--- src/rtl/pc_sequencer_if.sv ---
// Memory handshake bundle between pc_sequencer (master) and the instruction/data memories (slave).
// A request stays high while the memory is working; a ready is sampled only while its request is high.
interface pc_sequencer_if;
   logic imem_req;
   logic imem_ready;
   logic dmem_req;
   logic dmem_ready;

   modport master (
      output imem_req,
      output dmem_req,
      input  imem_ready,
      input  dmem_ready
   );

   modport slave (
      input  imem_req,
      input  dmem_req,
      output imem_ready,
      output dmem_ready
   );
endinterface

--- src/rtl/pc_sequencer.sv ---
// Multi-cycle PC sequencer: drives pccalc's stay, gates commit, handles halt/timeout, counts retirements.
// Optional single-step support is compiled in with `define PC_SEQ_STEP_EN.
module pc_sequencer #(
   parameter int BOOT_DELAY = 2,
   parameter int TIMEOUT    = 15
) (
   input  logic                 clk,
   input  logic                 rstn,
   pc_sequencer_if.master       mem,
   input  logic                 dmem_access,
   input  logic                 halt_req,
   input  logic                 resume,
`ifdef PC_SEQ_STEP_EN
   input  logic                 step_mode,
   input  logic                 step,
`endif
   output logic                 stay,
   output logic                 commit,
   output logic                 halted,
   output logic                 fault,
   output logic [2:0]           state,
   output logic [31:0]          retire_cnt
);

   typedef enum logic [2:0] {
      S_BOOT      = 3'd0,
      S_FETCH     = 3'd1,
      S_EXEC      = 3'd2,
      S_MEM       = 3'd3,
      S_HALT      = 3'd4,
      S_FAULT     = 3'd5,
      S_STEP_WAIT = 3'd6
   } state_t;

   // BOOT_DELAY of 0 or 1 both leave BOOT after a single cycle.
   localparam logic [31:0] BOOT_LAST  = (BOOT_DELAY > 1) ? 32'(BOOT_DELAY - 1) : 32'd0;
   localparam logic [31:0] TO_LAST    = (TIMEOUT > 0) ? 32'(TIMEOUT - 1) : 32'd0;
   localparam bit          TO_ENABLED = (TIMEOUT != 0);

   state_t      state_q;
   state_t      state_d;
   logic [31:0] boot_cnt;
   logic [31:0] wait_cnt;
   logic        timed_out;
   logic        step_hold;
   logic        step_go;
   state_t      after_commit;

`ifdef PC_SEQ_STEP_EN
   assign step_hold = step_mode;
   assign step_go   = step;
`else
   assign step_hold = 1'b0;
   assign step_go   = 1'b1;
`endif

   assign timed_out    = TO_ENABLED && (wait_cnt == TO_LAST);
   assign after_commit = step_hold ? S_STEP_WAIT : S_FETCH;

   always_comb begin
      state_d = state_q;
      stay    = 1'b1;
      commit  = 1'b0;
      case (state_q)
         S_BOOT: begin
            if (boot_cnt == BOOT_LAST) state_d = S_FETCH;
         end
         S_FETCH: begin
            // ready beats a coinciding timeout
            if (mem.imem_ready)  state_d = S_EXEC;
            else if (timed_out)  state_d = S_FAULT;
         end
         S_EXEC: begin
            if (halt_req)         state_d = S_HALT;
            else if (dmem_access) state_d = S_MEM;
            else begin
               commit  = 1'b1;
               stay    = 1'b0;
               state_d = after_commit;
            end
         end
         S_MEM: begin
            if (mem.dmem_ready) begin
               commit  = 1'b1;
               stay    = 1'b0;
               state_d = after_commit;
            end else if (timed_out) begin
               state_d = S_FAULT;
            end
         end
         S_HALT: begin
            // one stay=0 cycle steps the PC past the halting instruction
            if (resume) begin
               stay    = 1'b0;
               state_d = S_FETCH;
            end
         end
         S_FAULT: state_d = S_FAULT;
         S_STEP_WAIT: begin
            if (step_go) state_d = S_FETCH;
         end
         default: state_d = S_BOOT;
      endcase
   end

   always_ff @(posedge clk or negedge rstn) begin
      if (!rstn) begin
         state_q    <= S_BOOT;
         boot_cnt   <= 32'd0;
         wait_cnt   <= 32'd0;
         retire_cnt <= 32'd0;
      end else begin
         state_q <= state_d;
         if (state_q == S_BOOT) boot_cnt <= boot_cnt + 32'd1;
         if (state_d != state_q)
            wait_cnt <= 32'd0;
         else if (state_q == S_FETCH || state_q == S_MEM)
            wait_cnt <= wait_cnt + 32'd1;
         if (commit) retire_cnt <= retire_cnt + 32'd1;
      end
   end

   assign mem.imem_req = (state_q == S_FETCH);
   assign mem.dmem_req = (state_q == S_MEM);
   assign halted       = (state_q == S_HALT);
   assign fault        = (state_q == S_FAULT);
   assign state        = state_q;

endmodule

--- src/flat_wrapper.sv ---
// flat-port wrapper written by rule: the top's interface ports become plain ports
module pc_sequencer_flat 
#(
   parameter int BOOT_DELAY = 2,
   parameter int TIMEOUT    = 15
)
  (clk, rstn, dmem_access, halt_req, resume, stay, commit, halted, fault, state, retire_cnt, mem_imem_req, mem_dmem_req, mem_imem_ready, mem_dmem_ready);
  pc_sequencer_if mem_i ();
  input  logic clk;
  input  logic rstn;
  input  logic dmem_access;
  input  logic halt_req;
  input  logic resume;
  output logic stay;
  output logic commit;
  output logic halted;
  output logic fault;
  output logic [2:0] state;
  output logic [31:0] retire_cnt;
  output wire logic [$bits(mem_i.imem_req)-1:0] mem_imem_req;
  output wire logic [$bits(mem_i.dmem_req)-1:0] mem_dmem_req;
  input wire logic [$bits(mem_i.imem_ready)-1:0] mem_imem_ready;
  input wire logic [$bits(mem_i.dmem_ready)-1:0] mem_dmem_ready;
  assign mem_imem_req = mem_i.imem_req;
  assign mem_dmem_req = mem_i.dmem_req;
  assign mem_i.imem_ready = mem_imem_ready;
  assign mem_i.dmem_ready = mem_dmem_ready;
  pc_sequencer #(.BOOT_DELAY(BOOT_DELAY), .TIMEOUT(TIMEOUT)) u_core (.clk(clk), .rstn(rstn), .mem(mem_i), .dmem_access(dmem_access), .halt_req(halt_req), .resume(resume), .stay(stay), .commit(commit), .halted(halted), .fault(fault), .state(state), .retire_cnt(retire_cnt));
endmodule
--- config.mk ---
export PLATFORM = sky130hd
export DESIGN_NAME = pc_sequencer_flat
export DESIGN_NICKNAME = d
export VERILOG_FILES = /design/src/rtl/pc_sequencer_if.sv /design/src/rtl/pc_sequencer.sv /design/src/flat_wrapper.sv
export SDC_FILE = /design/constraint.sdc
export NUM_CORES = 1
export LEC_CHECK = 0
export CAP_MARGIN = 25
export CORE_MARGIN = 5
export CORE_UTILIZATION = 60
export CTS_CLUSTER_SIZE = 40
export DETAILED_ROUTE_END_ITERATION = 6
export PLACE_DENSITY = 0.85
export SETUP_SLACK_MARGIN = 0.4
export SLEW_MARGIN = 15
export SYNTH_ARGS = -nofsm -noshare
export SYNTH_HDL_FRONTEND = slang
export SYNTH_SLANG_ARGS = --single-unit
--- constraint.sdc ---
create_clock -name clk -period 4.7 [get_ports clk]
set_input_delay 0.94 -clock clk [delete_from_list [all_inputs] [get_ports clk]]
set_output_delay 0.94 -clock clk [all_outputs]
set_load 0.05 [all_outputs]
==> results.json, run 1 <==
{
  "clock-sinks": 99,
  "synthToLayoutAreaGrowth_pct": 16.1,
  "grt_pass1_vias": 3587,
  "post-cts-setup-buffer-count": 0,
  "fin_crit_ps": 4050,
  "cts.reportedPaths.clkPinSlew_ps": 90,
  "async_flop_share_pct": 100,
  "powerDensity_nw_per_um2": 397,
  "cts_root_buf": "clkbuf_8",
  "slowest_stage": "clkdlybuf4s50_1",
  "slew_violations": 0,
  "syn_inst": 476,
  "fill_cells": 568,
  "fmax_mhz": 247,
  "yosysSeqAreaShare_pct": 50.8,
  "final_common_cell": "dfrtp_1",
  "ys_seq_elements": 99,
  "max-slew-margin-rel_pct": 31.8,
  "dieHeight_um": 100,
  "wl_met2_um": 4900,
  "cp.required_ps": 3760,
  "drt_iter0_markers": 188,
  "critPathBufInv": 2,
  "antennaDiodeCount": 0,
  "synth_area_per_cell_um2": 10.2,
  "critPathMaxFanout": 10,
  "fin_crit_sh_pct": 86.1,
  "syn_area_um2": 4870,
  "die_x_um": 100,
  "avgRoutedWirePerCell_um": 16.0,
  "pwr-share-clk_pct": 26.8,
  "finalWeightedCongestion": 0.806,
  "end_kind": "output port",
  "synth_nets": 488,
  "place_hpwl_um": 6860,
  "ios": 48,
  "fin_nets": 533,
  "met1_length_um": 4460,
  "start_util_pct": 62.4,
  "synth.distinct_cells": 44,
  "routed.top_layer": "met4",
  "fin_skew_ps": 11.1,
  "outcome": "completed",
  "power_frac_comb_pct": 26.8,
  "rsz0062_at_grt": "no",
  "slowest_delay_ps": 890,
  "p_switching_uw": 781,
  "p_seq_share_pct": 46.4,
  "leakagePower_nw": 2.49,
  "setup_tns_ps": 0,
  "row_count": 32,
  "grt_max_degree": 72,
  "worst-setup-path-type": "input pin to output port",
  "hold_buffers": 0,
  "clock_latency_ps": 360,
  "routed_wl_um": 10000,
  "hold_ws_ps": 482,
  "synth_ff_type": "dfrtp_1",
  "worst_slew_pin_slew_ps": 1010,
  "cts_max_level": 3,
  "viasPerCell": 5.87,
  "layout_common_cells": "dfrtp_1, xnor2_1, nor2_1",
  "cts_made_buffers": 9,
  "clk_path_buf_depth": 2,
  "vias": 3686,
  "cts_resized": 0,
  "startpoint_type": "input pin",
  "portBuffers": 47,
  "drv_cap": 0,
  "drc": 0,
  "ant_nets": 0,
  "cts_tree": "yes",
  "hold_viol": 0,
  "cp_common_cell": "clkdlybuf4s50_1",
  "synth_edf_count": 0,
  "gr-usage-all-layers_pct": 21.0,
  "grt_remaining_overflow": 0,
  "yosys_warnings": 0,
  "drive_gt1_share_pct": 5.32,
  "internal-power_mw": 1.47,
  "hp-class": "register to register",
  "arrival_ps": 3110,
  "grt_first_pass_wirelength_um": 17100,
  "switching_share_pct": 34.8,
  "path_cells": "clkdlybuf4s50_1 > or3_4 > a211oi_4 > clkdlybuf4s50_1",
  "antenna_found_initial": 0,
  "drt_pass1_iterations": 5,
  "power_mw": 2.25,
  "routed-wl-met3_um": 576,
  "fin_util_pct": 72.5,
  "ir_drop_v": 0.000240,
  "die_area_um2": 10000,
  "setup_viol": 0,
  "cp_top_family": "buffers and inverters",
  "coreArea_um2": 7810
}
-- path summary, 6_finish.rpt --
kind                       slack, ps               endpoint  cells past startpoint             startpoint
max in group asynchronous       3080    u_core.wait_cnt[11]                      2                   rstn
hold reg to reg                  480  u_core.retire_cnt[31]                      1  u_core.retire_cnt[31]
min in group asynchronous        680  u_core.retire_cnt[14]                      1                   rstn
hold / removal                   480  u_core.retire_cnt[31]                      1  u_core.retire_cnt[31]
setup / recovery                 650                 commit                      4               halt_req
setup reg to reg                2150     u_core.wait_cnt[4]                      6        u_core.state[2]
-- state kept, by name, summed over array words and instances, names as in the netlist --
signal	flops
u_core.boot_cnt	32
u_core.retire_cnt	32
u_core.wait_cnt	32
u_core.state	3
-- metrics by stage --
step / area, um^2 / cells / worst slack (ps)
6_report: 5660 / 628 / 651
5_1_grt: 5660 / 628 / 588
3_3_place_gp: 5400 / 611 / 703
4_1_cts: 5630 / 627 / 664
2_1_floorplan: 4870 / 476 / 1330
3_5_place_dp: 5400 / 611 / 670
-- cells by family after synthesis --
group | Yosys count | share of synthesized area (%)
AOI/OAI and AO/OA | 19 | 2.77
xor gates and xnor gates | 93 | 16.7
adders and majority gates | 5 | 1.28
buffers and inverters | 23 | 2.28
DFF | 99 | 50.8
muxes | 2 | 0.436
and+or+nand+nor | 235 | 25.7
-- routing by layer --
layer | up-vias | track usage (%)
met2 | 104 | 33.4
li1 | 1748 | -
met1 | 1825 | 29.6
met5 | - | 0
met4 | 0 | 4.56
met3 | 9 | 4.93
-- area by class of cell --
cell class	count	area, um^2	area share, %
Sequential cell	99	2480	43.8
Clock buffer	11	141	2.50
Tap cell	102	128	2.25
Clock inverter	5	85.1	1.50
Multi-Input combinational cell	354	2290	40.5
Inverter	7	26.3	0.464
Timing Repair Buffer	50	510	9.02
-- Yosys cell counts (2+ instances only) --
| library cell | number | area [um^2] |
|---|---|---|
| nor4_1 | 15 | 93.8 |
| nand2_1 | 41 | 154 |
| xnor2_1 | 55 | 482 |
| dfrtp_1 | 99 | 2480 |
| nand4_1 | 35 | 219 |
| ha_1 | 5 | 62.6 |
| nor3_1 | 7 | 35.0 |
| nand3_1 | 33 | 165 |
| nand2b_1 | 2 | 12.5 |
| buf_4 | 2 | 15.0 |
| xor2_1 | 38 | 333 |
| o21ai_0 | 5 | 25.0 |
| a211o_1 | 2 | 17.5 |
| buf_2 | 8 | 40.0 |
| a31oi_1 | 2 | 12.5 |
| nor2b_1 | 4 | 25.0 |
| a21oi_1 | 4 | 20.0 |
| inv_1 | 7 | 26.3 |
| and2_1 | 11 | 68.8 |
| and3_1 | 15 | 93.8 |
| and4_1 | 10 | 87.6 |
| nor2_1 | 51 | 191 |
| clkbuf_1 | 4 | 15.0 |
-- power groups by stage --
stage / clock [mW] / sequential, mW / combinational [mW]
detailed placement: 0 / 1.05 / 0.557
global route: 0.651 / 1.05 / 0.658
floorplan: 0 / 1.06 / 0.391
global placement: 0 / 1.05 / 0.540
finish: 0.603 / 1.04 / 0.602
CTS: 0.618 / 1.04 / 0.561
Power figures use the tool's default switching activity.
==> run 2: changes to the inputs <==
CAP_MARGIN = 20   (was 25)
==> run 2 against run 1 <==
  * Sequential cell count unchanged
  * Worst hold slack lost 1.1 ps
  * Combinational power fell by 8.0%
  * Register-to-register slack lost 380 ps
  * Clock-buffer cell count unchanged
  * Critical endpoint unchanged
==> results.json, run 2 (synthesis gave the netlist of run 1 again) <==
{
  "rrSetupSlack_ps": 1770,
  "cp-endpoint": "commit",
  "grt_remaining_overflow": 0,
  "hold_buffers": 0,
  "cp.depth": 4,
  "end_kind": "output port",
  "fin_crit_ps": 4040,
  "coreArea_um2": 7810,
  "hold_viol": 0,
  "startpoint_type": "input pin",
  "routed_wl_um": 10000,
  "critPathMaxFanout": 10,
  "grt_pass1_vias": 3587,
  "grt_first_pass_wirelength_um": 17100,
  "ir_drop_v": 0.000238,
  "die_area_um2": 10000,
  "dpl.cell_count": 611,
  "max-slew-margin-rel_pct": 33.2,
  "slew_violations": 0,
  "cts_resized": 0,
  "routed-wl-met3_um": 483,
  "slowest_stage": "clkdlybuf4s50_1",
  "fin_cells": 627,
  "pre_cts_slack_ps": 670,
  "vias": 3640,
  "reg2reg_from": "u_core.state[2]",
  "worst_slew_pin_slew_ps": 994,
  "start_util_pct": 62.4,
  "viasPerCell": 5.81,
  "routed.top_layer": "met4",
  "worstReg2RegEnd": "u_core.wait_cnt[11]",
  "powerDensity_nw_per_um2": 391,
  "finalWeightedCongestion": 0.806,
  "gr-usage-all-layers_pct": 21.0,
  "ios": 48,
  "fin_skew_ps": 12.8,
  "cp.required_ps": 3760,
  "cts_root_buf": "clkbuf_8",
  "antenna_found_initial": 0,
  "cts_tree": "yes",
  "cts_made_buffers": 9,
  "outcome": "completed",
  "worst-setup-path-type": "input pin to output port",
  "cts_max_level": 3,
  "row_count": 32,
  "cp_common_cell": "clkdlybuf4s50_1",
  "fin_nets": 532,
  "drc": 0,
  "worstSetupStartpoint": "halt_req",
  "hp-class": "register to register",
  "worstHoldStart": "u_core.retire_cnt[31]",
  "reg_top3": "u_core.boot_cnt x32, u_core.retire_cnt x32, u_core.wait_cnt x32",
  "drt_iter0_markers": 205,
  "worst_r2r_path_depth": 5,
  "layout_common_cells": "dfrtp_1, xnor2_1, nor2_1",
  "setup_viol": 0,
  "fin_util_pct": 72.1,
  "fin_crit_sh_pct": 85.9,
  "die_x_um": 100,
  "rsz0062_at_grt": "no",
  "drv_cap": 0,
  "cts.reportedPaths.clkPinSlew_ps": 90,
  "portBuffers": 47,
  "drt_pass1_iterations": 4,
  "drive_gt1_share_pct": 5.14,
  "clock_latency_ps": 360,
  "leakagePower_nw": 2.47,
  "path_cells": "clkdlybuf4s50_1 > or3_4 > a211oi_4 > clkdlybuf4s50_1",
  "dieHeight_um": 100,
  "clock-sinks": 99,
  "slowest_delay_ps": 890,
  "ant_nets": 0,
  "met1_length_um": 4520,
  "wl_met2_um": 4900,
  "setup_slack_ps": 662,
  "arrival_ps": 3100,
  "setup_tns_ps": 0,
  "grt_max_degree": 72,
  "clk_path_buf_depth": 2,
  "critPathBufInv": 2,
  "post-cts-setup-buffer-count": 0,
  "fmax_mhz": 248,
  "final_common_cell": "dfrtp_1",
  "synthToLayoutAreaGrowth_pct": 15.6,
  "place_hpwl_um": 6860,
  "cp_top_family": "buffers and inverters",
  "avgRoutedWirePerCell_um": 16.0,
  "antennaDiodeCount": 0
}
-- run 2: cell count changes in the layout (fill, tap and decap cells not counted) --
cell    delta
buf_16     -1
-- run 2: per-stage QoR --
step           total power [mW]  hold slack, ps  instance area [um^2]
2_1_floorplan              1.45             443                  4870
3_3_place_gp               1.59             463                  5400
6_report                   2.20             480                  5630
4_1_cts                    2.22             487                  5630
3_5_place_dp               1.61             470                  5400
5_1_grt                    2.32             495                  5630
-- run 2: worst min-delay path by stage --
stage	depth (start not counted)	slack, ps	end
after floorplan	1	440	u_core.boot_cnt[31]
after global placement	1	460	u_core.retire_cnt[31]
after detailed placement	1	470	u_core.boot_cnt[31]
after CTS	1	490	u_core.boot_cnt[31]
after global routing	1	500	u_core.retire_cnt[31]
final	1	480	u_core.retire_cnt[31]
-- run 2: power by group --
group	switching, mW	internal, mW	leakage, nW
registers	0.127	0.915	1.36
logic	0.358	0.196	1.00
clock network	0.288	0.318	0.110
total	0.773	1.43	2.47
-- run 2: routing by layer --
| metal | global-route usage, % | up-vias |
|---|---|---|
| met4 | 4.56 | 0 |
| li1 | - | 1742 |
| met2 | 33.4 | 80 |
| met3 | 4.93 | 8 |
| met5 | 0 | - |
| met1 | 29.6 | 1810 |
-- run 2: layout make-up --
type / instances / area, um^2
sequential: 99 / 2480
timing repair buffer: 49 / 483
fill: 573 / 2170
clock buffer: 11 / 141
clock inverter: 5 / 85.1
inverter: 7 / 26.3
tap: 102 / 128
multi-input combinational: 354 / 2290
